$ cat config.mk
export PLATFORM = sky130hd
export DESIGN_NAME = riscv_v_mask_alu_seq_flat
export DESIGN_NICKNAME = d
export VERILOG_FILES = /design/src/rtl/riscv_v_pkg.sv /design/src/rtl/riscv_v_mask_ALU_if.sv /design/src/rtl/riscv_v_mask_tail_merge.sv /design/src/rtl/riscv_v_mask_alu_seq.sv /design/src/flat_wrapper.sv
export SDC_FILE = /design/constraint.sdc
export NUM_CORES = 1
export LEC_CHECK = 0
export ABC_AREA = 1
export BUFFER_PORTS_ARGS = -buffer_cell sky130_fd_sc_hd__buf_2
export CORE_MARGIN = 2
export CORE_UTILIZATION = 44
export CTS_BUF_LIST = sky130_fd_sc_hd__clkbuf_8 sky130_fd_sc_hd__clkbuf_16
export CTS_CLUSTER_DIAMETER = 150
export DETAILED_ROUTE_END_ITERATION = 16
export PLACE_DENSITY_LB_ADDON = 0.3
export SYNTH_ARGS = -nofsm -noshare
export SYNTH_HDL_FRONTEND = slang
export SYNTH_SLANG_ARGS = --single-unit
$ cat constraint.sdc
create_clock -name clk -period 2.9 [get_ports clk]
set_input_delay 0.435 -clock clk [delete_from_list [all_inputs] [get_ports clk]]
set_output_delay 0.435 -clock clk [all_outputs]
set_load 0.02 [all_outputs]
$ cat src/rtl/riscv_v_pkg.sv
// Shared types for the vector mask-logical datapath: the mask register type,
// the mask-logical opcode, the decoded ALU control bundle and its decoder.
package riscv_v_pkg;

    localparam int VLEN      = 32;
    localparam int MASK_OP_W = 3;
    localparam int OPCODE_W  = 7;

    typedef logic [VLEN-1:0] riscv_v_mask_t;

    typedef enum logic [MASK_OP_W-1:0] {
        MASK_AND  = 3'd0,
        MASK_NAND = 3'd1,
        MASK_ANDN = 3'd2,
        MASK_XOR  = 3'd3,
        MASK_OR   = 3'd4,
        MASK_NOR  = 3'd5,
        MASK_ORN  = 3'd6,
        MASK_XNOR = 3'd7
    } riscv_v_mask_op_e;

    typedef struct packed {
        logic is_and;
        logic is_or;
        logic is_xor;
        logic neg_srca;
        logic neg_result;
    } riscv_v_mask_ctrl_t;

    // Exactly one of is_and/is_or/is_xor is set; anything unrecognised
    // degrades to a plain AND so the ALU never sees an empty function select.
    function automatic riscv_v_mask_ctrl_t riscv_v_mask_decode(input riscv_v_mask_op_e op);
        riscv_v_mask_ctrl_t c;
        c = '0;
        case (op)
            MASK_AND:  c.is_and = 1'b1;
            MASK_NAND: begin c.is_and = 1'b1; c.neg_result = 1'b1; end
            MASK_ANDN: begin c.is_and = 1'b1; c.neg_srca   = 1'b1; end
            MASK_XOR:  c.is_xor = 1'b1;
            MASK_XNOR: begin c.is_xor = 1'b1; c.neg_result = 1'b1; end
            MASK_OR:   c.is_or  = 1'b1;
            MASK_NOR:  begin c.is_or  = 1'b1; c.neg_result = 1'b1; end
            MASK_ORN:  begin c.is_or  = 1'b1; c.neg_srca   = 1'b1; end
            default:   c.is_and = 1'b1;
        endcase
        return c;
    endfunction

endpackage

$ cat src/rtl/riscv_v_mask_ALU_if.sv
// Connection between the mask-logical sequencer (system side) and the mask
// ALU. srca carries vs1, srcb carries vs2; result is combinational in the ALU.
interface riscv_v_mask_ALU_if;
    import riscv_v_pkg::*;

    logic          is_mask;
    logic          is_and;
    logic          is_or;
    logic          is_xor;
    logic          neg_srca;
    logic          neg_result;
    riscv_v_mask_t srca;
    riscv_v_mask_t srcb;
    riscv_v_mask_t result;
`ifdef RISCV_V_INST
    logic [OPCODE_W-1:0] opcode;
`endif

    modport system (
        input  result,
        output is_mask, is_and, is_or, is_xor, neg_srca, neg_result, srca, srcb
`ifdef RISCV_V_INST
        , output opcode
`endif
    );

    modport alu (
        output result,
        input  is_mask, is_and, is_or, is_xor, neg_srca, neg_result, srca, srcb
`ifdef RISCV_V_INST
        , input opcode
`endif
    );

endinterface

$ cat src/rtl/riscv_v_mask_tail_merge.sv
// Tail-undisturbed merge: bits below vl come from the ALU result, bits at or
// above vl keep the old destination contents. vl larger than the register
// width simply selects the whole result.
module riscv_v_mask_tail_merge #(
    parameter int MASK_W = 32,
    parameter int VL_W   = $clog2(MASK_W) + 1
) (
    input  logic [MASK_W-1:0] result_i,
    input  logic [MASK_W-1:0] old_vd_i,
    input  logic [VL_W-1:0]   vl_i,
    output logic [MASK_W-1:0] data_o
);

    logic [MASK_W-1:0] body;

    // Element i is active when i < vl; comparing against vl directly also
    // covers vl >= MASK_W, so no explicit clamp is needed.
    for (genvar i = 0; i < MASK_W; i++) begin : g_body
        assign body[i] = (vl_i > VL_W'(i));
    end

    assign data_o = (result_i & body) | (old_vd_i & ~body);

endmodule

$ cat src/rtl/riscv_v_mask_alu_seq.sv
// Two-stage issue/retire sequencer around the vector mask ALU. Stage 1 holds
// the decoded instruction and drives the ALU; stage 2 captures the
// tail-merged result and presents it to writeback.
module riscv_v_mask_alu_seq
    import riscv_v_pkg::*;
#(
    parameter int MASK_W = $bits(riscv_v_mask_t),
    parameter int VD_W   = 5,
    parameter int VL_W   = $clog2(MASK_W) + 1
) (
    input  logic                clk,
    input  logic                rst_n,
    input  logic                flush,
    input  logic                in_valid,
    output logic                in_ready,
    input  riscv_v_mask_op_e    in_op,
    input  logic [MASK_W-1:0]   in_vs1,
    input  logic [MASK_W-1:0]   in_vs2,
    input  logic [MASK_W-1:0]   in_old_vd,
    input  logic [VL_W-1:0]     in_vl,
    input  logic [VD_W-1:0]     in_vd_idx,
`ifdef RISCV_V_INST
    input  logic [OPCODE_W-1:0] in_opcode,
`endif
    output logic                out_valid,
    input  logic                out_ready,
    output logic [VD_W-1:0]     out_vd_idx,
    output logic [MASK_W-1:0]   out_data,
    riscv_v_mask_ALU_if.system  alu_if
);

    logic               s1_valid_q,  s1_valid_d;
    riscv_v_mask_ctrl_t s1_ctrl_q,   s1_ctrl_d;
    logic [MASK_W-1:0]  s1_srca_q,   s1_srca_d;
    logic [MASK_W-1:0]  s1_srcb_q,   s1_srcb_d;
    logic [MASK_W-1:0]  s1_old_vd_q, s1_old_vd_d;
    logic [VL_W-1:0]    s1_vl_q,     s1_vl_d;
    logic [VD_W-1:0]    s1_vd_idx_q, s1_vd_idx_d;
`ifdef RISCV_V_INST
    logic [OPCODE_W-1:0] s1_opcode_q, s1_opcode_d;
`endif

    logic               s2_valid_q,  s2_valid_d;
    logic [MASK_W-1:0]  s2_data_q,   s2_data_d;
    logic [VD_W-1:0]    s2_vd_idx_q, s2_vd_idx_d;

    logic               s1_ready;
    logic               s2_ready;
    logic               in_fire;
    logic               s1_advance;
    logic [MASK_W-1:0]  merged;

    // A stage can take new data when it is empty or its contents move on in
    // the same edge; flush and reset block acceptance outright.
    assign s2_ready   = !s2_valid_q | out_ready;
    assign s1_ready   = !s1_valid_q | s2_ready;
    assign in_ready   = s1_ready & !flush & rst_n;
    assign in_fire    = in_valid & in_ready;
    assign s1_advance = s1_valid_q & s2_ready;

    // Stage 1 next state: load on accept, empty on advance or flush.
    always_comb begin
        // NOTE: every _d starts from its _q so no path leaves a value unassigned and no latch is inferred.
        s1_valid_d  = s1_valid_q;
        s1_ctrl_d   = s1_ctrl_q;
        s1_srca_d   = s1_srca_q;
        s1_srcb_d   = s1_srcb_q;
        s1_old_vd_d = s1_old_vd_q;
        s1_vl_d     = s1_vl_q;
        s1_vd_idx_d = s1_vd_idx_q;
`ifdef RISCV_V_INST
        s1_opcode_d = s1_opcode_q;
`endif
        if (flush) begin
            s1_valid_d = 1'b0;
        end else if (in_fire) begin
            s1_valid_d  = 1'b1;
            s1_ctrl_d   = riscv_v_mask_decode(in_op);
            s1_srca_d   = in_vs1;
            s1_srcb_d   = in_vs2;
            s1_old_vd_d = in_old_vd;
            s1_vl_d     = in_vl;
            s1_vd_idx_d = in_vd_idx;
`ifdef RISCV_V_INST
            s1_opcode_d = in_opcode;
`endif
        end else if (s1_advance) begin
            s1_valid_d = 1'b0;
        end
        // An idle ALU sees all-zero controls.
        if (!s1_valid_d) begin
            s1_ctrl_d = '0;
        end
    end

    // Stage 2 next state: capture the merged result, release on writeback.
    always_comb begin
        s2_valid_d  = s2_valid_q;
        s2_data_d   = s2_data_q;
        s2_vd_idx_d = s2_vd_idx_q;
        if (flush) begin
            s2_valid_d = 1'b0;
        end else if (s1_advance) begin
            s2_valid_d  = 1'b1;
            s2_data_d   = merged;
            s2_vd_idx_d = s1_vd_idx_q;
        end else if (out_ready) begin
            s2_valid_d = 1'b0;
        end
    end

    // Pipeline registers with synchronous active-low reset.
    always_ff @(posedge clk) begin
        // NOTE: non-blocking assignments so every register samples pre-edge values.
        if (!rst_n) begin
            s1_valid_q  <= 1'b0;
            s1_ctrl_q   <= '0;
            s1_srca_q   <= '0;
            s1_srcb_q   <= '0;
            s1_old_vd_q <= '0;
            s1_vl_q     <= '0;
            s1_vd_idx_q <= '0;
`ifdef RISCV_V_INST
            s1_opcode_q <= '0;
`endif
            s2_valid_q  <= 1'b0;
            s2_data_q   <= '0;
            s2_vd_idx_q <= '0;
        end else begin
            s1_valid_q  <= s1_valid_d;
            s1_ctrl_q   <= s1_ctrl_d;
            s1_srca_q   <= s1_srca_d;
            s1_srcb_q   <= s1_srcb_d;
            s1_old_vd_q <= s1_old_vd_d;
            s1_vl_q     <= s1_vl_d;
            s1_vd_idx_q <= s1_vd_idx_d;
`ifdef RISCV_V_INST
            s1_opcode_q <= s1_opcode_d;
`endif
            s2_valid_q  <= s2_valid_d;
            s2_data_q   <= s2_data_d;
            s2_vd_idx_q <= s2_vd_idx_d;
        end
    end

    assign alu_if.is_mask    = s1_valid_q;
    assign alu_if.is_and     = s1_ctrl_q.is_and;
    assign alu_if.is_or      = s1_ctrl_q.is_or;
    assign alu_if.is_xor     = s1_ctrl_q.is_xor;
    assign alu_if.neg_srca   = s1_ctrl_q.neg_srca;
    assign alu_if.neg_result = s1_ctrl_q.neg_result;
    assign alu_if.srca       = s1_srca_q;
    assign alu_if.srcb       = s1_srcb_q;
`ifdef RISCV_V_INST
    assign alu_if.opcode     = s1_opcode_q;
`endif

    riscv_v_mask_tail_merge #(
        .MASK_W (MASK_W),
        .VL_W   (VL_W)
    ) u_tail_merge (
        .result_i (alu_if.result),
        .old_vd_i (s1_old_vd_q),
        .vl_i     (s1_vl_q),
        .data_o   (merged)
    );

    assign out_valid  = s2_valid_q;
    assign out_data   = s2_data_q;
    assign out_vd_idx = s2_vd_idx_q;

endmodule

$ cat src/flat_wrapper.sv
// flat-port wrapper written by rule: the top's interface ports become plain ports
module riscv_v_mask_alu_seq_flat import riscv_v_pkg::*;
#(
    parameter int MASK_W = $bits(riscv_v_mask_t),
    parameter int VD_W   = 5,
    parameter int VL_W   = $clog2(MASK_W) + 1
)
  (clk, rst_n, flush, in_valid, in_ready, in_op, in_vs1, in_vs2, in_old_vd, in_vl, in_vd_idx, out_valid, out_ready, out_vd_idx, out_data, alu_if_result, alu_if_is_mask, alu_if_is_and, alu_if_is_or, alu_if_is_xor, alu_if_neg_srca, alu_if_neg_result, alu_if_srca, alu_if_srcb);
  riscv_v_mask_ALU_if alu_if_i ();
  input  logic clk;
  input  logic rst_n;
  input  logic flush;
  input  logic in_valid;
  output logic in_ready;
  input  riscv_v_mask_op_e in_op;
  input  logic [MASK_W-1:0] in_vs1;
  input  logic [MASK_W-1:0] in_vs2;
  input  logic [MASK_W-1:0] in_old_vd;
  input  logic [VL_W-1:0] in_vl;
  input  logic [VD_W-1:0] in_vd_idx;
  output logic out_valid;
  input  logic out_ready;
  output logic [VD_W-1:0] out_vd_idx;
  output logic [MASK_W-1:0] out_data;
  input wire logic [$bits(alu_if_i.result)-1:0] alu_if_result;
  output wire logic [$bits(alu_if_i.is_mask)-1:0] alu_if_is_mask;
  output wire logic [$bits(alu_if_i.is_and)-1:0] alu_if_is_and;
  output wire logic [$bits(alu_if_i.is_or)-1:0] alu_if_is_or;
  output wire logic [$bits(alu_if_i.is_xor)-1:0] alu_if_is_xor;
  output wire logic [$bits(alu_if_i.neg_srca)-1:0] alu_if_neg_srca;
  output wire logic [$bits(alu_if_i.neg_result)-1:0] alu_if_neg_result;
  output wire logic [$bits(alu_if_i.srca)-1:0] alu_if_srca;
  output wire logic [$bits(alu_if_i.srcb)-1:0] alu_if_srcb;
  assign alu_if_i.result = alu_if_result;
  assign alu_if_is_mask = alu_if_i.is_mask;
  assign alu_if_is_and = alu_if_i.is_and;
  assign alu_if_is_or = alu_if_i.is_or;
  assign alu_if_is_xor = alu_if_i.is_xor;
  assign alu_if_neg_srca = alu_if_i.neg_srca;
  assign alu_if_neg_result = alu_if_i.neg_result;
  assign alu_if_srca = alu_if_i.srca;
  assign alu_if_srcb = alu_if_i.srcb;
  riscv_v_mask_alu_seq #(.MASK_W(MASK_W), .VD_W(VD_W), .VL_W(VL_W)) u_core (.clk(clk), .rst_n(rst_n), .flush(flush), .in_valid(in_valid), .in_ready(in_ready), .in_op(in_op), .in_vs1(in_vs1), .in_vs2(in_vs2), .in_old_vd(in_old_vd), .in_vl(in_vl), .in_vd_idx(in_vd_idx), .out_valid(out_valid), .out_ready(out_ready), .out_vd_idx(out_vd_idx), .out_data(out_data), .alu_if(alu_if_i));
endmodule
==> run summary, run 1 <==
The die is 122 um tall. The flow ran to the end, and the final reports show no timing, DRC or antenna violations. For the via count of the first global-routing pass, the log shows 5645.

The logs give 0.237 for the all-layer global routing usage and 0 for the antenna diode count. Static timing analysis puts the maximum clock frequency at 465 MHz. After detailed placement, the design holds a cell count of 1210. Maximum number of pins on one net before global-route repair: 101.

The sequential fraction of the synthesis area is 0.495, and the HPWL after detailed placement is 12200 um. Each instance of the synthesized netlist takes up on average 7.44 um^2. First-pass detailed-route iteration total: 5. The internal power of the cells totals 3470 uW. The root buffer cell chosen for the clock tree is clkbuf_16. Buffers inserted to repair hold after CTS numbered 0.

The net count of the mapped netlist was 968. The min-delay analysis places its worst path in the category in2reg. Measured along the x axis, the die boundary spans 122 um. For the pin with the worst max-slew slack, the measured transition is 1.09 ns. The logs give 0 for the initial antenna violation count and 0.459 for the portion of total power attributed to sequential cells. Summing all multi-input logic gate instances after layout gives 2540 um^2. After the first detailed-routing iteration, the DRC count stood at 405.

Power per cell area: 596 nW/um^2. Setup slack on the critical path of the routed design comes to 0.751 ns. The minimum setup slack after placement was 0.825 ns; the number of gates resized after cts was 0. The core region is 13700 um^2. Max-cap violations in this run came to 0. The total of buffers placed on input and output ports is 255, and the wire length after detailed routing is 17800 um. Post-CTS timing repair inserted 0 buffers for setup.

The number of cells in the finished layout apart from fillers was 1242. Pin placement for this block handled 256 I/O pins. Clock-pin slew was measured on the worst setup and hold paths at 0.06 ns.

The share of layout cells above drive strength 1 is 0.289. Along the worst path, the maximum fanout reaches 30. Summed over all cells, the static leakage comes to 0.00370 uW. The tools report the area taken by flip-flops and latches as 3020 um^2. After layout, the minimum clock period comes to 2.15 ns. The flip-flop and latch count after synthesis came out at 151.

The part of the cycle the worst path needs was 0.741. The design draws 4750 uW. The worst supply voltage drop on vdd was 0.000383 V. The logs give 0 for the count of final max-slew check failures and 0.42 ns for the clock network latency to the later pin of the worst-skew pair. For the share of total power in the clock network, the log shows 0.433.

The number of clock buffers added by TritonCTS is 17. The cell count after synthesis came out at 821. Sort of element at the end of the critical path: an output pin. In this run the deepest clock path goes through 2 buffers.

For the share of power burned in combinational logic, the log shows 0.107. In this run the cell area of the synthesized design comes to 6110 um^2. TritonCTS built the clock tree.

STA classifies the critical path startpoint as a flop. The congestion estimate from routability-driven global placement came to 0.832. The switching share of power was 0.269. The number of standard-cell rows in the floorplan came out at 43. The count of nets left with antenna violations once routing finished came out at 0. The die covers 14800 um^2. Counting distinct cell types in the post-synthesis netlist gives 26.

The tools report the final-layout fill cell count as 1374. For the total grt overflow, the log shows 0. The run gives 1196 as the layout net count. Setup violations remaining at the end of the flow were counted as 0. For the worst setup path, the data arrival time is 1.71 ns. The wire length per cell came out at 14.3 um. The first global-routing pass estimated 27700 um of wire. Dividing the detail-routed via count by the number of cells gives 4.95. For this run, design rule violations remaining after detail routing come to 0. The logs give 0 ns for the aggregate negative setup slack and 0.445 for the initial core utilization.

The type of the setup path with the least slack was reg2out. The tools report the headroom to the max-slew limit as 0.273. The hold violation count in the final report was 0.

The area growth from synthesis to layout is 30.3%. The largest clock skew in the final design is 0.00634 ns, and the net load switching power is 1280 uW. The vias after detailed routing is 6148, and the number of H-tree levels is 4.

The total number of clock tree sinks is 151. The data required time at the worst endpoint came out at 2.47 ns. The tools report the number of warnings issued by yosys as 0. Setup repair after global routing left no endpoint under its margin.
[worst max-delay path: stages, from the launching register on]
cell and delay, ns:
dfxtp_1 0.32, inv_2 0.05, nor2_2 0.03, nand2_1 0.14, nand2_2 0.10, inv_2 0.38
buf_2 0.26
[through the flow]
stage | utilization | instance area, um^2 | hold WS, ns
finish | 0.580 | 7960 | 0.260
CTS | 0.580 | 7960 | 0.243
floorplan | - | 6110 | 0.425
global route | 0.580 | 7960 | 0.255
detailed placement | 0.540 | 7400 | 0.445
global placement | 0.540 | 7400 | 0.440
[cells in the mapped netlist, drive strengths merged]
master	number	area share
a21oi	144	0.12
a31oi	2	0.0020
buf	36	0.035
clkbuf	18	0.011
dfxtp	151	0.50
inv	70	0.043
nand2	205	0.13
nand3	103	0.086
nand3b	3	0.0037
nand4	3	0.0031
nor2	25	0.021
o211ai	7	0.0086
o21a	2	0.0025
o21ai	49	0.040
o21bai	3	0.0037
[area by class of cell]
| class | count | share of cell area |
|---|---|---|
| Sequential cell | 151 | 0.380 |
| Multi-Input combinational cell | 546 | 0.319 |
| Timing Repair Buffer | 263 | 0.170 |
| Clock buffer | 18 | 0.0552 |
| Inverter | 70 | 0.0332 |
| Tap cell | 180 | 0.0283 |
| Clock inverter | 14 | 0.0145 |
[metal layers]
layer  routed length (um)  vias to the layer above  global-route usage
met1                 7790                     2749               0.307
met2                 8280                      213               0.378
met5                    0                        -                   0
met3                 1400                       22              0.0735
met4                  303                        0              0.0733
li1                     -                     3164                   -
[registers in the layout, summed over array words and instances, names as in the netlist]
| signal | cells |
|---|---|
| u_core.alu_if.srca | 32 |
| u_core.s1_vl_q | 6 |
| u_core.alu_if.neg_result | 1 |
| u_core.alu_if.is_xor | 1 |
| u_core.out_data | 32 |
| u_core.alu_if.neg_srca | 1 |
| u_core.s1_vd_idx_q | 5 |
| u_core.alu_if.is_or | 1 |
| u_core.alu_if.is_mask | 1 |
| u_core.s1_old_vd_q | 32 |
| u_core.out_valid | 1 |
| u_core.alu_if.is_and | 1 |
| u_core.alu_if.srcb | 32 |
| u_core.out_vd_idx | 5 |
[kinds of logic after synthesis]
logic type | synth area share
and+or+nand+nor | 0.241
AOI/OAI and AO/OA | 0.176
DFF | 0.495
buffers and inverters | 0.0887
[worst paths after layout]
kind | start | end | slack [ns] | depth (start not counted)
worst max register to register | u_core.s1_vl_q[5]$_SDFFE_PN0P_ | u_core.out_data[5]$_SDFFE_PN0P_ | 1.00 | 6
worst min register to register | u_core.s1_old_vd_q[21]$_SDFFE_PN0P_ | u_core.s1_old_vd_q[21]$_SDFFE_PN0P_ | 0.45 | 2
worst max-delay path | u_core.out_valid$_SDFFE_PP0P_ | in_ready | 0.75 | 6
worst min-delay path | in_vs2[14] | u_core.alu_if.srcb[14]$_SDFFE_PN0P_ | 0.26 | 3
[layout by cell type, fill, tap and decap left out, types with 3 or more instances in the layout]
| cell type | count |
|---|---|
| nor2_1 | 21 |
| a21oi_1 | 143 |
| nand3_1 | 102 |
| dfxtp_1 | 151 |
| nand4_1 | 3 |
| clkinvlp_4 | 5 |
| o21ai_0 | 47 |
| buf_2 | 255 |
| inv_1 | 65 |
| nand2_1 | 204 |
| inv_6 | 5 |
| o21bai_1 | 3 |
| inv_2 | 4 |
| o211ai_1 | 7 |
| nand3b_1 | 3 |
| buf_4 | 7 |
| clkbuf_16 | 17 |
[power groups by stage]
stage                     Combinational, uW  Clock, uW  Sequential (uW)
after CTS                               510       2110             2180
final                                   510       2060             2180
after global routing                    569       2200             2190
after floorplan                         261          0             2270
after detailed placement                508          0             2230
after global placement                  505          0             2220
No activity file was read; power rests on OpenSTA's default activity.
==> run 2: changes to the inputs <==
CORE_UTILIZATION = 43   (was 44)
clock period = 1.92 ns   (was 2.9 ns; I/O delays follow)
==> run 2 against run 1 <==
Compared with the run above: final cell count grew 0.48%; sequential share of layout area shrank 0.72 points; clock skew shrank 0.0015 ns; critical path depth is the same; count of clock-buffer cells in the layout grew 2; critical endpoint unchanged.
==> run summary, run 2 (synthesized netlist as in run 1, its figures left out) <==
The tools report the area taken by flip-flops and latches as 3020 um^2 (unchanged). The count of final max-slew check failures was 0 (unchanged). The share of total power in the clock network is 0.452 (was 0.433), and the maximum number of pins on one net before global-route repair is 101 (unchanged).

The tools report the kind of launch point of the worst setup path as a flop (unchanged). For the data required time at the worst endpoint, the log shows 1.63 ns (was 2.47 ns). The logs give 15200 um^2 (was 14800 um^2) for the full die area and 1359 (was 1374) for the final-layout fill cell count. The buffer depth of the longest clock path is 2 (unchanged), and the worst endpoint data arrival time is 1.46 ns (was 1.71 ns). The share of power burned in combinational logic is 0.107 (about the same).

The run gives 17 (unchanged) as the TritonCTS buffer count. TritonCTS built the clock tree. Global routing's busiest layer: met2 (unchanged). Aggregate negative setup slack: 0 ns (unchanged). The tools report the via count of the first global-routing pass as 5619 (was 5645). The worst supply voltage drop on vdd was 0.000656 V (was 0.000383 V). For the net load switching power, the log shows 1810 uW (was 1280 uW). Worst min-delay path category: in2reg (unchanged).

The met1 track utilization from global routing is 0.303 (was 0.307), and the layout-stage area growth over the synthesis result is 32.8% (was 30.3%). The type of the setup path with the least slack is reg2out (unchanged). The final standard cell area without fillers was 8110 um^2 (was 7960 um^2).

The layout net count is 1202 (was 1196), and the average vias per placed instance is 5.02 (was 4.95). For the number of post-CTS setup repair buffers, the log shows 0 (unchanged). The biggest fanout along the worst timing path was 7 (was 30). The run gives 0.441 (was 0.459) as the portion of total power attributed to sequential cells. The critical register-to-register path endpoint is u_core.alu_if.srcb[0]$_SDFFE_PN0P_ (was u_core.out_data[5]$_SDFFE_PN0P_). Share of layout cells above drive strength 1: 0.291 (was 0.289).

Clock tree root driver cell: clkbuf_16 (unchanged). The most common library cell in the layout ignoring fill and taps is buf_2 (unchanged). For the leakage power, the log shows 0.00379 uW (was 0.00370 uW). The die height works out to 123 um (was 122 um).

The run gives 28300 um (was 27700 um) as the global-route wire length before repair. Area of combinational cells with multiple inputs: 2540 um^2 (unchanged). The clock-pin slew reported for the worst setup and hold paths after clock tree synthesis was 0.06 ns (about the same); the initial core utilization was 0.440 (was 0.445). The last weighted congestion value of the routability-driven placer came out at 0.849 (was 0.832). The first-pass detailed-route iteration total was 5 (unchanged).

The run gives 256 (unchanged) as the top-level port count. The final number of setup-violating endpoints was 0 (unchanged). The tools report the startpoint of the lowest-slack register-to-register path as u_core.out_valid$_SDFFE_PP0P_ (was u_core.s1_vl_q[5]$_SDFFE_PN0P_).

The tools report the final-layout worst hold slack as 0.104 ns (was 0.260 ns). The die span in x was 123 um (was 122 um); the total of max-cap violations was 0 (unchanged). Setup repair after global routing left no endpoint under its margin. The utilization after layout is 0.584 (was 0.580), and the routing usage on met3 is 0.0904 (was 0.0735). The HPWL after detailed placement was 12900 um (was 12200 um); the power per cell area was 921 nW/um^2 (was 596 nW/um^2). The post-detailed-placement cell area is 7510 um^2 (was 7400 um^2), and the depth of the most critical reg-to-reg path is 7 (was 6).

The hold violation count in the final report was 0 (unchanged). The flow ran to the end, and the final reports show no timing, DRC or antenna violations. The part of the cycle the worst path needs was 0.911. The headroom to the max-slew limit is 0.643 (was 0.273), and the number of cells on the worst hold path is 3 (unchanged).

The tools report the number of violations reported at the end of detailed-routing iteration 0 as 432 (was 405). The run gives 13900 um^2 (was 13700 um^2) as the area of the core region. For the met2 usage, the log shows 0.395 (was 0.378). For the largest clock skew in the final design, the log shows 0.00487 ns (was 0.00634 ns).

The sort of element at the end of the critical path was an output pin (unchanged). The logs give 151 (unchanged) for the total number of clock tree sinks and 571 MHz for the maximum frequency from static timing analysis. For the number of H-tree levels, the log shows 4 (unchanged).

The destination of the worst hold path is u_core.s1_vd_idx_q[3]$_SDFFE_PN0P_ (was u_core.alu_if.srcb[14]$_SDFFE_PN0P_). The total of buffers placed on input and output ports was 255 (unchanged); the wire length per cell was 15.0 um (was 14.3 um). The clock network latency to the later pin of the worst-skew pair came out at 0.42 ns (about the same). The all-layer global routing usage is 0.243 (was 0.237), and the total grt overflow is 0 (unchanged). The hold path startpoint is in_vd_idx[3] (was in_vs2[14]). Counting I/O delays and the setup requirement, the final critical path takes 1.75 ns.

Commonest cells after routing, fill and taps aside: buf_2 (255), nand2_1 (204), dfxtp_1 (151) (unchanged). The tools report the number of gates resized after cts as 0 (unchanged). Number of hold-repair buffers added at the cts stage: 0 (unchanged). Wire length after detailed routing: 18800 um (was 17800 um). The vias after detailed routing was 6259 (was 6148); the worst-case register-to-register setup slack was 0.44 ns (was 1.00 ns).

The tools report the count of antenna-violating nets left after detailed routing as 0 (unchanged). The internal power contribution was 5660 uW (was 3470 uW); the pin slew with the least headroom to its limit was 0.535 ns (was 1.09 ns). The number of remaining DRC errors was 0 (unchanged); the number of standard-cell rows in the floorplan was 43 (unchanged). The switching share of power was 0.242 (was 0.269); the initial antenna violation count was 1 (was 0).
==> run 2: cell types whose count changed in the layout (fill, tap and decap cells not counted) <==
cell        previous run  this run
diode_2                0         2
clkinv_4               2         0
clkbuf_8               1         3
bufinv_16              0         3
buf_4                  7         8
clkinv_2               2         5
inv_1                 65        66
inv_6                  5         0
clkinvlp_4             5         2
buf_12                 1         6
inv_8                  1         0
==> run 2: how the worst max path moves through the flow <==
stage | start | end | slack [ns] | depth (start not counted)
after floorplan | u_core.out_valid$_SDFFE_PP0P_ | in_ready | 0.55 | 6
after global placement | out_ready | u_core.s1_vl_q[5]$_SDFFE_PN0P_ | 0.42 | 7
final | u_core.out_valid$_SDFFE_PP0P_ | in_ready | 0.17 | 6
after detailed placement | out_ready | u_core.alu_if.srca[19]$_SDFFE_PN0P_ | 0.41 | 7
after global routing | u_core.out_valid$_SDFFE_PP0P_ | in_ready | 0.07 | 6
after CTS | u_core.out_valid$_SDFFE_PP0P_ | in_ready | 0.15 | 6
==> run 2: layer usage <==
layer,vias to the layer above,share of wire
met3,18,0.088
met4,0,0.014
met5,-,0
met2,243,0.48
met1,2836,0.42
li1,3162,-
==> run 2: critical path: stages (launching register included) <==
cell	delay, ns
dfxtp_1	0.34
inv_2	0.04
nor2_2	0.12
nand2_1	0.15
nand2_2	0.13
inv_2	0.09
buf_2	0.17
==> run 2: cell type report <==
class,instances,area share
sequential,151,0.373
multi-input combinational,546,0.313
timing repair buffer,269,0.180
clock buffer,20,0.0575
inverter,70,0.0326
tap,180,0.0278
clock inverter,10,0.0159
antenna,2,0.000617
==> run 2: through the flow <==
| step | power (uW) | worst slack (ns) | cells |
|---|---|---|---|
| 2_1_floorplan | 3820 | 0.554 | 821 |
| 3_3_place_gp | 4150 | 0.417 | 1216 |
| 3_5_place_dp | 4160 | 0.409 | 1216 |
| 4_1_cts | 7520 | 0.154 | 1246 |
| 5_1_grt | 7780 | 0.0732 | 1246 |
| 6_report | 7470 | 0.170 | 1248 |
==> run 2: power by group through the flow <==
stage | sequential (uW) | combinational (uW) | clock (uW)
after global placement | 3360 | 795 | 0
after floorplan | 3430 | 394 | 0
final | 3290 | 801 | 3380
after CTS | 3290 | 805 | 3420
after detailed placement | 3360 | 801 | 0
after global routing | 3300 | 887 | 3590
